**src/rtl/fifo_reader.sv**
```systemverilog
// fifo_reader: pops words from an upstream FIFO into a 2-entry in-order
// holding buffer and presents them downstream with a valid/ready handshake.
// A FIFO error halts popping (sticky error_out) until clear_err; words
// already requested are still captured and drained.
//
// Ports:
//   clk            rising-edge clock
//   reset_L        asynchronous active-low reset
//   enable         permits popping when high
//   Fifo_Data_out  FIFO read data, valid the cycle after pop is sampled
//   Fifo_Empty     FIFO holds no entries
//   Fifo_Error     FIFO overflow/underflow flag
//   ready_in       downstream accepts data_out this cycle
//   clear_err      pulse that clears the sticky error
//   pop            FIFO read strobe (combinational)
//   data_out       head of the holding buffer
//   valid_out      data_out holds a valid word
//   error_out      sticky error indication
//   pop_count      number of pops issued, wrapping
module fifo_reader (
    input  logic       clk,
    input  logic       reset_L,
    input  logic       enable,
    input  logic [5:0] Fifo_Data_out,
    input  logic       Fifo_Empty,
    input  logic       Fifo_Error,
    input  logic       ready_in,
    input  logic       clear_err,
    output logic       pop,
    output logic [5:0] data_out,
    output logic       valid_out,
    output logic       error_out,
    output logic [7:0] pop_count
);

    localparam int unsigned DW = 6;
    localparam int unsigned CW = 8;

    localparam logic [1:0] IDLE = 2'd0;
    localparam logic [1:0] RUN  = 2'd1;
    localparam logic [1:0] HALT = 2'd2;

    logic [1:0]    state_q, state_d;
    logic          err_d;
    logic [1:0]    occ_q, occ_d;
    logic          inflight_q;
    logic [DW-1:0] buf0_q, buf1_q, buf0_d, buf1_d;
    logic          valid_d;
    logic          xfer;

    // Pop only when the buffer has room for everything already requested;
    // a same-cycle downstream transfer earns no credit.
    always_comb begin
        pop = (state_q == RUN) && enable && !Fifo_Empty &&
              ((3'(occ_q) + 3'(inflight_q)) < 3'd2);
    end

    // Next state and sticky error; Fifo_Error outranks clear_err.
    always_comb begin
        state_d = state_q;
        err_d   = error_out;
        if (Fifo_Error) begin
            state_d = HALT;
            err_d   = 1'b1;
        end else begin
            case (state_q)
                IDLE: if (enable && !error_out) state_d = RUN;
                RUN:  if (!enable) state_d = IDLE;
                HALT: if (clear_err) begin
                    state_d = IDLE;
                    err_d   = 1'b0;
                end
                default: state_d = IDLE;
            endcase
        end
    end

    // Holding buffer: buf0 is the head. The head only shifts when a second
    // word exists, so data_out keeps the last head once the buffer empties.
    always_comb begin
        xfer    = valid_out && ready_in;
        buf0_d  = buf0_q;
        buf1_d  = buf1_q;
        if (xfer && (occ_q == 2'd2)) buf0_d = buf1_q;
        if (inflight_q) begin
            if ((occ_q == 2'd0) || ((occ_q == 2'd1) && xfer))
                buf0_d = Fifo_Data_out;
            else
                buf1_d = Fifo_Data_out;
        end
        occ_d   = occ_q + 2'(inflight_q) - 2'(xfer);
        valid_d = (occ_d != 2'd0);
    end

    // State, buffer and counter registers.
    always_ff @(posedge clk or negedge reset_L) begin
        if (!reset_L) begin
            state_q    <= IDLE;
            error_out  <= 1'b0;
            occ_q      <= 2'd0;
            inflight_q <= 1'b0;
            buf0_q     <= '0;
            buf1_q     <= '0;
            valid_out  <= 1'b0;
            pop_count  <= '0;
        end else begin
            state_q    <= state_d;
            error_out  <= err_d;
            occ_q      <= occ_d;
            inflight_q <= pop;
            buf0_q     <= buf0_d;
            buf1_q     <= buf1_d;
            valid_out  <= valid_d;
            pop_count  <= pop_count + CW'(pop);
        end
    end

    assign data_out = buf0_q;

endmodule

```
**config.mk**
```make
export PLATFORM = sky130hd
export DESIGN_NAME = fifo_reader
export DESIGN_NICKNAME = d
export VERILOG_FILES = /design/src/rtl/fifo_reader.sv
export SDC_FILE = /design/constraint.sdc
export NUM_CORES = 1
export LEC_CHECK = 0
export ABC_CLOCK_PERIOD_IN_PS = 2670
export CORE_ASPECT_RATIO = 0.75
export CORE_MARGIN = 4
export CORE_UTILIZATION = 51
export DETAILED_ROUTE_END_ITERATION = 12
export PLACE_DENSITY = 0.92
export SYNTH_ARGS = -nofsm -noshare
export SYNTH_HDL_FRONTEND = slang
export SYNTH_SLANG_ARGS = --single-unit
export TNS_END_PERCENT = 30
```
**constraint.sdc**
```tcl
create_clock -name clk -period 2.67 [get_ports clk]
set_input_delay 0.534 -clock clk [delete_from_list [all_inputs] [get_ports clk]]
set_output_delay 0.534 -clock clk [all_outputs]
set_load 0.02 [all_outputs]
```
# After elaboration in Yosys (flattened, before gate mapping)

Index checks and enable logic that the tools add are counted.
W data, S select, Z words.

Register bits after elaboration: 27
Output and inout port bits: 17
Logic and storage cells: 50

$add $sub $neg: 4
$lt $le $gt $ge: 1
Equality and inequality tests: 7
Muxes and demuxes: 11
Bitwise logic cells: 1
Reduce and logical (&&, ||, !) cells: 18

Operator list:

| operator             | number |
|---|---|
| $mux W6              | 3 |
| $ne A3 B3 Y1 const B | 3 |
| $add A8 B1 Y8        | 1 |
| $mux W2              | 4 |
| $logic_and A1 B1 Y1  | 7 |
| $pmux W2 S3          | 1 |
| $reduce_bool A2 Y1   | 3 |
| $eq A2 B1 Y1 const B | 2 |
| $eq A2 B2 Y1 const B | 2 |
| $logic_not A2 Y1     | 2 |
| $reduce_and A2 Y1    | 2 |
| $add A2 B1 Y3        | 1 |
| $lt A3 B2 Y1 const B | 1 |
| $mux W1              | 3 |
| $reduce_and A3 Y1    | 1 |
| $add A2 B1 Y2        | 1 |
| $logic_not A1 Y1     | 2 |
| $sub A2 B1 Y2        | 1 |
| $logic_or A1 B1 Y1   | 1 |
| $not A1 Y1           | 1 |

# Depth between registers and ports, before layout

Depth in word-level cells: 5
Gate-level depth with buffers: 7

# Worst setup path after synthesis

OpenSTA, ideal clock, no wires.

Path kind: input to register
From: input enable
To: register pop_count[4]
Setup time: 129 ps
Data arrival time: 2183 ps
Required time: 2541 ps
Setup slack: 358 ps
Cell stages on the path: 6
Buffers on the path: 0
Cells stage by stage: nand2b_1 nor4_1 ha_1 ha_1 nand3_1 xnor2_1

Longest elaborated chain between the ends: 4

RTL lines:

| what                             | line | source |
|---|---|---|
| from (decl)                      | 23   | `input logic enable,` |
| $logic_and A1 B1 Y1 (3 in a row) | 54   | `pop = (state_q == RUN) && enable && !Fifo_Empty &&` |
| via pop                          | 29   | `output logic pop,` |
| $add A8 B1 Y8                    | 114  | `pop_count <= pop_count + CW'(pop);` |
| to (signal assigned)             | 114  |  |
| to (decl)                        | 33   | `output logic [7:0] pop_count` |

The timed path passes the listed nets, and every way through them passes these cells.
A chain may end at the register's enable or synchronous reset.

# Worst setup path after layout

From: input enable
To: output pop

Longest elaborated chain between the ends: 3

RTL lines:

| what                             | line |
|---|---|
| $logic_and A1 B1 Y1 (3 in a row) | 54 |
| to (decl)                        | 29 |

Every way passes these cells.

==> qor.yml <==
worst_setup_path:
  slowest_delay_ns: 0.47
  crit_path_start_kind: "input port"
  end_kind: "output pin"
  worst_path_dominant_cell_family: "buffers and inverters"
  slowest_stage: "clkdlybuf4s50_1"
  arrival_ns: 1.65
  crit_chain: "clkdlybuf4s50_1, nand2b_1, nor4_1, dlymetal6s2s_1"
  critPathKind: "input port to output pin"
  critPathBufInv: 2
  cp_max_fo: 2
  cp_data_required_time_ns: 2.14
sta:
  setup_tns_ns: 0
  worst_hold_slack_ns: 0.493
  fin_crit_sh_pct: 81.9
  finClkSkew_ns: 0.00841
  maxSlewHeadroom_pct: 77.6
  fmax_mhz: 457
  grt_setup_unrepaired: "false"
  worst_pin_slew_ns: 0.337
  final_max_slew_viol_count: 0
  hold_viol: 0
  final-setup-viol-count: 0
  period_minus_slack_ns: 2.19
cts:
  cts_max_level: 1
  postCtsSetupBuffers: 0
  cts_max_path_buffers: 2
  numCtsBuffers: 3
  cts.sinks: 27
  clk_pin_slew_worst_paths_ns: 0.13
  root_buffer: "clkbuf_4"
  clock_latency_ns: 0.33
  cts_tree: "yes"
synthesis:
  yosysTopAreaCellShare_pct: 55.5
  synth.most_common_cell: "dfrtp_1"
  synth_common_cells: "27 x dfrtp_1, 12 x mux2_4, 7 x xnor2_1"
  ys_seq_area_share_pct: 55.5
  synth_ff_type: "dfrtp_1"
  netlist_instances: 83
  synth_cell_type_count: 23
  synth_area_leaders: "dfrtp_1 55%, mux2_4 15%, mux2_1 5.5%"
  avgSynthCellArea_um2: 14.7
  syn-num-nets: 100
  yosys_warnings: 0
  synth_edf_count: 0
  netlist_area_um2: 1220
  ys_ff_latch: 27
  async_flop_share_pct: 100
  synth_largest_area_cell: "dfrtp_1"
place:
  portBuffers: 29
  numPlacedInstances: 148
  routabilityCongestion: 0.731
  dp_hpwl_mm: 1.70
floorplanning:
  io_pins: 30
  die-area_um2: 3240
  die_w_um: 64.4
  start_util_pct: 53.2
  core_area_um2: 2290
  die_h_um: 50.3
  rows: 15
grt:
  antenna_found_initial: 0
  grt_usage_pct: 16.2
  grt_pass1_vias: 851
  grt_max_degree: 28
  grt_pass1_wl_mm: 3.91
  grt-ovfl-total: 0
routing:
  wire_per_inst_um: 14.7
  drt-initial-drc-count: 27
  drtPass1Iterations: 2
  viasPerCell: 5.06
  finalWirelength_mm: 2.24
  drc: 0
  drtAntennaViolNets: 0
  num_vias: 769
power_and_ir_drop:
  power.density_nw_per_um2: 749
  leakagePower_nw: 0.756
  ir_drop_v: 0.000450
cells_and_area:
  utilization_pct: 69.6
  drive_gt1_share_pct: 19.5
  final_cells: 152
  antennaDiodeCount: 0
  fin_nets: 136
  synthToLayoutAreaGrowth_pct: 30.9
run:
  maxCapViolations: 0
worst_hold_path:
  hold_class: "register to register"
run_status:
  status: "finished, final reports clean"
-- final cells by class --
type / count / area (µm²)
Sequential cell: 27 / 676
Multi-Input combinational cell: 53 / 531
Timing Repair Buffer: 31 / 308
Inverter: 3 / 11.3
Tap cell: 34 / 42.5
Clock buffer: 4 / 26.3
Fill cell: 186 / 696
-- path summary, 6_finish.rpt --
path / to / slack, ns / startpoint / cells after the start
worst min register to register: pop_count[7] / 0.49 / pop_count[7] / 1
worst min-delay path: pop_count[7] / 0.49 / pop_count[7] / 1
worst max-delay path: pop / 0.48 / enable / 4
min in group asynchronous: buf1_q[2] / 0.55 / reset_L / 2
max in group asynchronous: pop_count[4] / 1.86 / reset_L / 2
worst max register to register: pop_count[6] / 0.79 / state_q[1] / 7
-- repair_timing --
action | 4_1_cts | 5_1_grt
endpoints found under the hold margin | 0 | 0
resized for setup | 0 | 1
endpoints found under the setup margin | 0 | 1
hold buffers | 0 | 0
-- placed cells by master, fill, tap and decap left out --
cell type	instances
clkdlybuf4s50_1	28
dfrtp_1	27
mux2_4	12
xnor2_1	7
mux2_1	6
nand3_1	5
ha_1	4
inv_1	3
clkbuf_4	3
nand2_1	2
and3_1	2
or2_2	2
buf_4	2
nand2b_1	1
nor4_1	1
and2_1	1
nand4b_4	1
a21bo_2	1
nand3_2	1
xor2_1	1
a21o_2	1
nor2b_1	1
nor3_1	1
nand3b_1	1
a21o_1	1
nor3b_1	1
clkbuf_1	1
dlymetal6s2s_1	1
-- registers in the layout, summed over array words and instances, names as in the netlist --
register,count
buf1_q,6
data_out,6
error_out,1
inflight_q,1
occ_q,2
pop_count,8
state_q,2
valid_out,1
-- where the power goes --
| group | switching, W | leakage (nW) | internal (W) |
|---|---|---|---|
| combinational | 0.000185 | 0.407 | 0.000277 |
| sequential | 0.0000636 | 0.334 | 0.000493 |
| clock | 0.000117 | 0.0150 | 0.0000586 |
-- worst reg2reg max path, cell delays in order (launching register included) --
cell and delay (ns):
dfrtp_1 0.42, nand2b_1 0.18, nor4_1 0.29, buf_4 0.18, ha_1 0.23, ha_1 0.24
nand3_1 0.11, xnor2_1 0.14
-- cell families (layout without fill, tap and decap cells) --
family / count (synthesis) / count (layout) / share of synthesized area, %
flops: 27 / 27 / 55.5
simple gates: 20 / 20 / 11.2
mux: 18 / 18 / 20.3
xor+xnor: 8 / 8 / 5.76
fa+ha+maj: 4 / 4 / 4.11
compound gates: 3 / 3 / 2.16
buf+inv: 3 / 38 / 0.925
-- stage by stage --
| stage | area [µm²] | setup slack (ns) | power (W) |
|---|---|---|---|
| 2_1_floorplan | 1220 | 0.358 | 0.000843 |
| 3_3_place_gp | 1570 | 0.106 | 0.00101 |
| 3_5_place_dp | 1570 | 0.0698 | 0.00103 |
| 4_1_cts | 1590 | 0.0522 | 0.00121 |
| 5_1_grt | 1590 | 0.380 | 0.00125 |
| 6_report | 1590 | 0.483 | 0.00119 |
-- metal layers --
layer	GRT usage [%]	up-vias	wire length, µm	part of all wire [%]
li1	-	358	-	-
met1	19.0	382	949	42
met2	27.9	24	1110	50
met3	6.26	5	149	6.7
met4	4.21	0	24	1.1
met5	0	-	0	0
Note: power is estimated with default switching activity, not from simulation.
